File: config.mk
export PLATFORM = sky130hd
export DESIGN_NAME = axil_write_ctrl
export DESIGN_NICKNAME = d
export VERILOG_FILES = /design/src/rtl/axil_write_ctrl.sv
export SDC_FILE = /design/constraint.sdc
export NUM_CORES = 1
export LEC_CHECK = 0
export CAP_MARGIN = 10
export CELL_PAD_IN_SITES_DETAIL_PLACEMENT = 1
export CELL_PAD_IN_SITES_GLOBAL_PLACEMENT = 1
export CORE_UTILIZATION = 32
export CTS_BUF_LIST = sky130_fd_sc_hd__clkbuf_16
export DETAILED_ROUTE_END_ITERATION = 12
export GPL_TIMING_DRIVEN = 0
export PLACE_DENSITY = 0.91
export SKIP_LAST_GASP = 1
export SLEW_MARGIN = 20
export SYNTH_ARGS = -nofsm -noshare
export SYNTH_HDL_FRONTEND = slang
export SYNTH_SLANG_ARGS = --single-unit
File: constraint.sdc
create_clock -name clk -period 3.7 [get_ports clk]
set_input_delay 0.925 -clock clk [delete_from_list [all_inputs] [get_ports clk]]
set_output_delay 0.925 -clock clk [all_outputs]
set_load 0.005 [all_outputs]
File: src/rtl/axil_write_ctrl.sv
// axil_write_ctrl: single-outstanding AXI-Lite write sequencer driving AW/W stage handshakes, collecting B with a timeout guard
module axil_write_ctrl #(
  parameter int TIMEOUT = 256
) (
  input  logic        clk,
  input  logic        reset,
  input  logic        req_valid,
  output logic        req_ready,
  input  logic [31:0] req_addr,
  input  logic [31:0] req_data,
  input  logic [3:0]  req_strb,
  output logic        aw_start,
  output logic [31:0] aw_addr,
  input  logic        aw_comp,
  output logic        w_start,
  output logic [31:0] w_data,
  output logic [3:0]  w_strb,
  input  logic        w_comp,
  input  logic        bvalid,
  output logic        bready,
  input  logic [1:0]  bresp,
  output logic        done,
  output logic [1:0]  resp,
  output logic        timeout
);
  typedef enum logic [1:0] {IDLE, ISSUE, RESP, DONE} state_t;
  state_t      state;
  logic [15:0] cnt;
  logic        aw_ok, w_ok, aw_hit, w_hit, expired;
  assign aw_hit  = aw_ok | (aw_start & aw_comp);
  assign w_hit   = w_ok | (w_start & w_comp);
  assign expired = cnt >= 16'(TIMEOUT - 1);
  always_ff @(posedge clk or posedge reset)
    if (reset) begin
      state     <= IDLE;
      cnt       <= '0;
      aw_ok     <= 1'b0;
      w_ok      <= 1'b0;
      req_ready <= 1'b0;
      aw_start  <= 1'b0;
      aw_addr   <= '0;
      w_start   <= 1'b0;
      w_data    <= '0;
      w_strb    <= '0;
      bready    <= 1'b0;
      done      <= 1'b0;
      resp      <= '0;
      timeout   <= 1'b0;
    end else begin
      case (state)
        IDLE:
          if (req_ready && req_valid) begin
            state     <= ISSUE;
            req_ready <= 1'b0;
            aw_addr   <= req_addr & ~32'h3;
            w_data    <= req_data;
            w_strb    <= req_strb;
            aw_start  <= 1'b1;
            w_start   <= 1'b1;
            aw_ok     <= 1'b0;
            w_ok      <= 1'b0;
            cnt       <= '0;
          end else begin
            req_ready <= 1'b1;
          end
        ISSUE: begin
          cnt <= cnt + 16'd1;
          if (aw_start && aw_comp) begin
            aw_start <= 1'b0;
            aw_ok    <= 1'b1;
          end
          if (w_start && w_comp) begin
            w_start <= 1'b0;
            w_ok    <= 1'b1;
          end
          if (aw_hit && w_hit) begin
            state  <= RESP;
            bready <= 1'b1;
          end else if (expired) begin
            state    <= DONE;
            aw_start <= 1'b0;
            w_start  <= 1'b0;
            done     <= 1'b1;
            resp     <= 2'b10;
            timeout  <= 1'b1;
          end
        end
        RESP: begin
          cnt <= cnt + 16'd1;
          if (bvalid) begin
            state   <= DONE;
            bready  <= 1'b0;
            done    <= 1'b1;
            resp    <= bresp;
            timeout <= 1'b0;
          end else if (expired) begin
            state   <= DONE;
            bready  <= 1'b0;
            done    <= 1'b1;
            resp    <= 2'b10;
            timeout <= 1'b1;
          end
        end
        DONE: begin
          state     <= IDLE;
          done      <= 1'b0;
          req_ready <= 1'b1;
        end
        default: state <= IDLE;
      endcase
    end
endmodule

After elaboration in Yosys (flattened, before gate mapping)
Index checks and enable logic that the tools add are counted. Widths: inputs -> output; s select.

Muxes and demuxes: 39. Bitwise gates (word level): 4. Reduce and logical (&&, ||, !) cells: 19. Eq/ne operators: 9. $lt $le $gt $ge: 1. Add/sub/neg operators: 1.

Operator list (count): $pmux 16 s2 (1); $mux 1 (20); $add 16x1->16 const B (1); $ge 16x8->1 const B (1); $mux 16 (1); $mux 2 (7); $pmux 1 s2 (7); $ne 2x2->1 const B (5); $reduce_and 2->1 (5); $reduce_and 3->1 (3); $pmux 2 s4 (1); $reduce_bool 2->1 (4); $eq 2x2->1 const B (2); $logic_and 1x1->1 (4); $pmux 2 s2 (1); $ne 3x3->1 const B (1); $pmux 1 s3 (1); $reduce_bool 3->1 (1); $and 1x1->1 (2); $eq 2x1->1 const B (1); $logic_not 2->1 (1); $or 1x1->1 (2); $reduce_or 2->1 (1).

Flip-flop bits (word level): 94. Word-level logic and storage cells: 87. Output and inout port bits: 76.

Depth between registers and ports, before layout
Gate-level depths: netlist of run 1.

Depth in word-level cells: 5. Depth in mapped cells: 9.

Worst setup path after synthesis of run 1
Ideal clock, no wire load.

Path type: input-to-reg. From: in req_valid. To: reg cnt[15]. Stages on the path: 4. Data required time: 3.573 ns. Path slack: 1.617 ns. Arrival time: 1.956 ns. Cell sequence: nand3_1 -> a2111o_1 -> or3_1 -> mux2i_1.

Cells in the longest elaborated chain, start to end: 3.

RTL lines: start, declared (RTL line 7) `input logic req_valid,`; $logic_and 1x1->1 (RTL line 52) `if (req_ready && req_valid) begin`; $ne 2x2->1 (no line); $reduce_and 2->1 (no line); end signal, assigned (RTL line 67) `cnt <= cnt + 16'd1;`; end signal, assigned (RTL line 89) `cnt <= cnt + 16'd1;`; end, declared (RTL line 28) `logic [15:0] cnt;`.

Every way passes these cells. A chain may end at the register's enable or synchronous reset.

Final worst setup path of run 1
From: in req_valid. To: reg w_data[30].

Cells in the longest elaborated chain, start to end: 2.

RTL lines: $logic_and 1x1->1 (RTL line 52); $reduce_and 2->1 (no line); end signal, assigned (RTL line 56) `w_data <= req_data;`; end, declared (RTL line 16) `output logic [31:0] w_data,`.

Every way passes these cells.

==> results of run 1 <==
-- cell type report --
cell class | count | area (sq um) | share of cell area (%)
timing repair buffer | 148 | 1500 | 24.8
multi-input combinational | 326 | 1580 | 26.2
sequential | 94 | 2350 | 39.0
clock buffer | 9 | 225 | 3.73
clock inverter | 6 | 22.5 | 0.373
inverter | 9 | 38.8 | 0.642
buffer | 23 | 105 | 1.74
tap | 168 | 210 | 3.48
-- worst min-delay path, delay by kind of cell, from the launching register on --
kind             cells  cell delay [ns]
DFF                  1             0.34
and+or+nand+nor      2             0.10
-- per-stage QoR --
| stage | std cells | worst slack [ns] | util [%] | power [mW] | cell area [sq um] |
|---|---|---|---|---|---|
| after floorplan | 452 | 0.326 | - | 2.76 | 4080 |
| final | 783 | 0.980 | 49.4 | 4.77 | 6040 |
| after global placement | 767 | -1.11 | 47.1 | 3.82 | 5760 |
| after global routing | 783 | 0.787 | 49.4 | 5.14 | 6040 |
| after CTS | 783 | 0.950 | 49.4 | 4.84 | 6040 |
| after detailed placement | 768 | 0.598 | 47.4 | 4.00 | 5790 |
-- routing by layer --
layer  wire length, um  GRT usage [%]  up-vias
met2              6290           34.5      111
met4               195           7.01        0
met1              5070           22.8     1850
li1                  -              -     1782
met5                 0              0        -
met3               654           4.64       18
-- power by group through the flow --
stage / registers [mW] / logic, mW / clock network, mW
finish: 1.80 / 2.16 / 0.805
global route: 1.86 / 2.41 / 0.873
CTS: 1.81 / 2.20 / 0.829
detailed placement: 1.82 / 2.18 / 0
global placement: 1.76 / 2.05 / 0
floorplan: 1.79 / 0.973 / 0
-- sequential cells by signal, summed over array words and instances (netlist names) --
| name | count |
|---|---|
| aw_addr | 30 |
| aw_ok | 1 |
| aw_start | 1 |
| bready | 1 |
| cnt | 16 |
| done | 1 |
| req_ready | 1 |
| resp | 2 |
| state | 2 |
| timeout | 1 |
| w_data | 32 |
| w_ok | 1 |
| w_start | 1 |
| w_strb | 4 |
-- cell families after synthesis --
group                    synth area share (%)
multiplexers                            0.738
AO/OA/AOI/OAI                            8.39
flip-flops                               57.8
other                                  0.0921
adder cells (fa/ha/maj)                  1.84
AND/OR/NAND/NOR                          26.2
XOR/XNOR                                 1.51
buffers and inverters                    3.41
-- cell usage in the layout (no fill, tap or decap), types with 3 or more instances in the layout --
| master | count |
|---|---|
| a21oi_1 | 8 |
| clkdlybuf4s50_1 | 147 |
| a211oi_1 | 5 |
| inv_1 | 10 |
| nor4_1 | 3 |
| nand2_1 | 208 |
| clkinv_1 | 4 |
| ha_1 | 6 |
| xnor2_1 | 5 |
| nand3_1 | 9 |
| nand4_1 | 4 |
| mux2i_1 | 3 |
| clkbuf_16 | 9 |
| o221ai_1 | 3 |
| clkbuf_1 | 15 |
| dfrtp_1 | 94 |
| o21ai_0 | 10 |
| o211ai_1 | 4 |
| a31oi_1 | 3 |
| and2_1 | 5 |
| or3_1 | 4 |
| nor2_1 | 14 |
-- path summary, 6_finish.rpt --
kind / start / to / slack (ns) / cells past startpoint
worst max-delay path: req_valid / w_data[30] / 0.98 / 7
worst min-delay path: w_data[16] / w_data[16] / 0.47 / 2
worst max register to register: state[0] / w_data[30] / 1.25 / 9
worst min register to register: w_data[16] / w_data[16] / 0.47 / 2
max in group asynchronous: reset / cnt[5] / 2.13 / 3
min in group asynchronous: reset / w_data[3] / 0.93 / 2
==> qor.yml, run 1 <==
drc: 0
power.density_nw_per_um2: 790
comb_power_share_pct: 45.4
diodes: 0
critPathTopFamily: "buffers and inverters"
status: "finished, final reports clean"
cp-end-kind: "flop"
hold_path_class: "reg -> reg"
synth_commonest_cells: "nand2_1, dfrtp_1, clkbuf_1, nor2_1, o21ai_0"
core.rowCount: 40
fin_nets: 693
switchingPower_mw: 1.73
fin_skew_ns: 0.00879
setup_tns_ns: 0
dp_hpwl_um: 9140
p_seq_share_pct: 37.8
slowest_delay_ns: 0.57
synth-warning-count: 0
grt_pass1_wl_um: 19800
ys_seq_area_share_pct: 57.8
synth_top_area_cell: "dfrtp_1"
vias: 3761
hold_viol: 0
syn_inst: 451
rsz0062_at_grt: "false"
root_buffer: "clkbuf_16"
crit_arrival_ns: 3.00
yosysMostFrequentCell: "nand2_1"
synth_edf_count: 0
die_w_um: 115
place_congestion: 0.796
cts_sinks: 94
slew_viol_final: 0
cts-resized-gates: 0
intPower_mw: 3.04
synth_area_sq_um: 4070
initial_core_util_pct: 33.3
worst_hold_slack_ns: 0.473
slew_headroom_pct: 54.7
cts_buffers: 9
setup_viol: 0
core_sq_um: 12200
io_pins: 152
clock_power_share_pct: 16.9
dr.pass1.iters: 4
wl_per_cell_um: 15.6
switching_share_pct: 36.2
cts_buffer_depth: 2
timing.final.crit_share_pct: 73.5
post_cts_buffers: 0
synthArstFlopShare_pct: 100
synth_top_area_share_pct: 57.8
cts_hold_buf: 0
io_buffers: 147
worstMarginPinSlew_ns: 0.662
die-height_um: 115
cts_tree: "done"
drtIter0Drc: 169
grt_max_degree: 65
synth_ff_type: "dfrtp_1"
ir_drop_uv: 312
clk_latency_ns: 0.34
synth_cell_types: 49
routed_wl_um: 12200
cp_cell_sequence: "clkdlybuf4s50_1 > and3_1 > buf_2 > clkbuf_1 > clkbuf_1 > nand2_1 > nand2_1"
worstSetupPathType: "in -> reg"
start_kind: "input pin"
cp_max_fo: 10
ys_ff_latch: 94
die_area_sq_um: 13200
postRouteAntennaNets: 0
avgSynthCellArea_sq_um: 9.03
grt_usage_pct: 19.4
overflow: 0
path_buf_inv: 4
slowest_stage: "clkdlybuf4s50_1"
maxCapViolations: 0
area_growth_pct: 48.3
period_minus_slack_ns: 2.72
via_per_inst: 4.80
clkTransAtPathRegs_ns: 0.06
p_leak_nw: 2.81
drive_gt1_share_pct: 3.25
grt_pass1_vias: 4049
crit_required_ns: 3.98
max_freq_mhz: 368
nFillCells: 1439
antenna_found_initial: 0
h-tree-depth: 3
synth_area_leaders: "dfrtp_1, nand2_1, ha_1"
Power figures use the tool's default switching activity.
==> inputs of run 2 (changes only) <==
--- a/config.mk
+++ b/config.mk
@@ -8,11 +8,11 @@
 export CAP_MARGIN = 10
 export CELL_PAD_IN_SITES_DETAIL_PLACEMENT = 1
 export CELL_PAD_IN_SITES_GLOBAL_PLACEMENT = 1
-export CORE_UTILIZATION = 32
+export CORE_UTILIZATION = 29
 export CTS_BUF_LIST = sky130_fd_sc_hd__clkbuf_16
 export DETAILED_ROUTE_END_ITERATION = 12
 export GPL_TIMING_DRIVEN = 0
-export PLACE_DENSITY = 0.91
+export PLACE_DENSITY = 0.88
 export SKIP_LAST_GASP = 1
 export SLEW_MARGIN = 20
 export SYNTH_ARGS = -nofsm -noshare
==> constraint.sdc (replaced) <==
create_clock -name clk -period 2.4 [get_ports clk]
set_input_delay 0.6 -clock clk [delete_from_list [all_inputs] [get_ports clk]]
set_output_delay 0.6 -clock clk [all_outputs]
set_load 0.005 [all_outputs]
==> qor.yml, run 2 (synthesis gave the netlist of run 1 again) <==
final_area_sq_um: 6090
start_kind: "flop"
core_sq_um: 13500
grt_usage_pct: 16.9
grt_pass1_wl_um: 19500
die_w_um: 120
maxCapViolations: 0
status: "finished, final reports clean"
place_area_sq_um: 5810
final_common_cell: "nand2_1"
postRouteAntennaNets: 0
worstRegToRegCells: 7
post-route-util_pct: 45.3
regMostFlops: "w_data"
setup_tns_ns: 0
crit_required_ns: 2.68
io_buffers: 147
diodes: 0
cp_cell_sequence: "inv_1 > ha_1 > buf_2 > nand2b_4 > a2111o_1 > or4_1 > nand2_1"
initial_core_util_pct: 30.3
timing.final.crit_share_pct: 95.4
worstMarginPinSlew_ns: 0.660
hold_viol: 0
cp_max_fo: 10
ir_drop_uv: 456
cts_sinks: 94
wl_per_cell_um: 15.2
drtIter0Drc: 97
core.rowCount: 42
drc: 0
place_congestion: 0.774
vias: 3736
antenna_found_initial: 0
slowest_stage: "a2111o_1"
die_area_sq_um: 14500
cts_hold_buf: 0
fin_ws_ns: 0.110
dp_cells: 777
area_growth_pct: 49.6
post_cts_buffers: 0
overflow: 0
clk_latency_ns: 0.34
hold_path_class: "reg -> reg"
max_freq_mhz: 437
worstSetupPathType: "reg -> reg"
worst_hold_slack_ns: 0.471
crit_arrival_ns: 2.57
root_buffer: "clkbuf_16"
cts_tree: "done"
cts_buffer_depth: 2
place_ws_ns: -0.343
drive_gt1_share_pct: 4.07
cts_buffers: 9
io_pins: 152
dr.pass1.iters: 4
top_regs: "w_data (32), aw_addr (30), cnt (16)"
setup_viol: 0
fin_skew_ns: 0.00920
p_leak_nw: 2.82
clkTransAtPathRegs_ns: 0.07
power.density_nw_per_um2: 1230
slew_viol_final: 0
grt_max_degree: 35
total_power_mw: 7.46
grt_pass1_vias: 3939
min_path_cells: 2
largest_reg_flops: 32
via_per_inst: 4.72
dp_hpwl_um: 9120
final_cells: 791
die-height_um: 120
cp-end-kind: "flop"
h-tree-depth: 3
mostFrequentLayoutCells: "nand2_1, clkdlybuf4s50_1, dfrtp_1"
slew_headroom_pct: 55.9
slowest_delay_ns: 0.50
fin_nets: 693
period_minus_slack_ns: 2.29
routed_wl_um: 12000
[run 2: final timing paths]
kind / from / to / slack, ns
worst max register to register: state[1] / cnt[13] / 0.11
worst min-delay path: w_data[29] / w_data[29] / 0.47
worst max-delay path: state[1] / cnt[13] / 0.11
worst min register to register: w_data[29] / w_data[29] / 0.47
max in group asynchronous: reset / w_data[29] / 1.10
min in group asynchronous: reset / w_data[24] / 0.71
[run 2: per-layer routing]
metal,wire length (um),up-vias,track usage (%),part of all wire (%)
li1,-,1786,-,-
met1,5120,1843,20.0,43
met2,6190,97,30.5,51
met3,611,10,3.77,5.1
met4,102,0,4.63,0.85
met5,0,-,0,0
[run 2: area by class of cell]
cell class / count / area [sq um]
buffer: 22 / 105
clock buffer: 9 / 225
clock inverter: 6 / 53.8
fill: 1569 / 7360
inverter: 9 / 37.5
multi-input combinational: 326 / 1580
sequential: 94 / 2350
tap: 176 / 220
timing repair buffer: 149 / 1510
[run 2: repair_timing]
action | in CTS | in global routing
endpoints found under the hold margin | 0 | 0
pin swaps | 0 | 0
setup endpoints to repair | 6 | 3
resized for setup | 1 | 1
[run 2: where the power goes]
part | total (mW) | switching (mW) | leakage, nW | internal (mW)
sequential | 2.77 | 0.485 | 1.17 | 2.28
clock | 1.38 | 0.587 | 0.134 | 0.789
combinational | 3.32 | 1.59 | 1.51 | 1.73
total | 7.46 | 2.66 | 2.82 | 4.80
[run 2: critical path: cells and delay by family, from the launching register on]
kind / cells / cell delay [ns]
buf+inv: 2 / 0.34
fa+ha+maj: 1 / 0.28
flops: 1 / 0.43
simple gates: 3 / 0.68
compound gates: 1 / 0.50
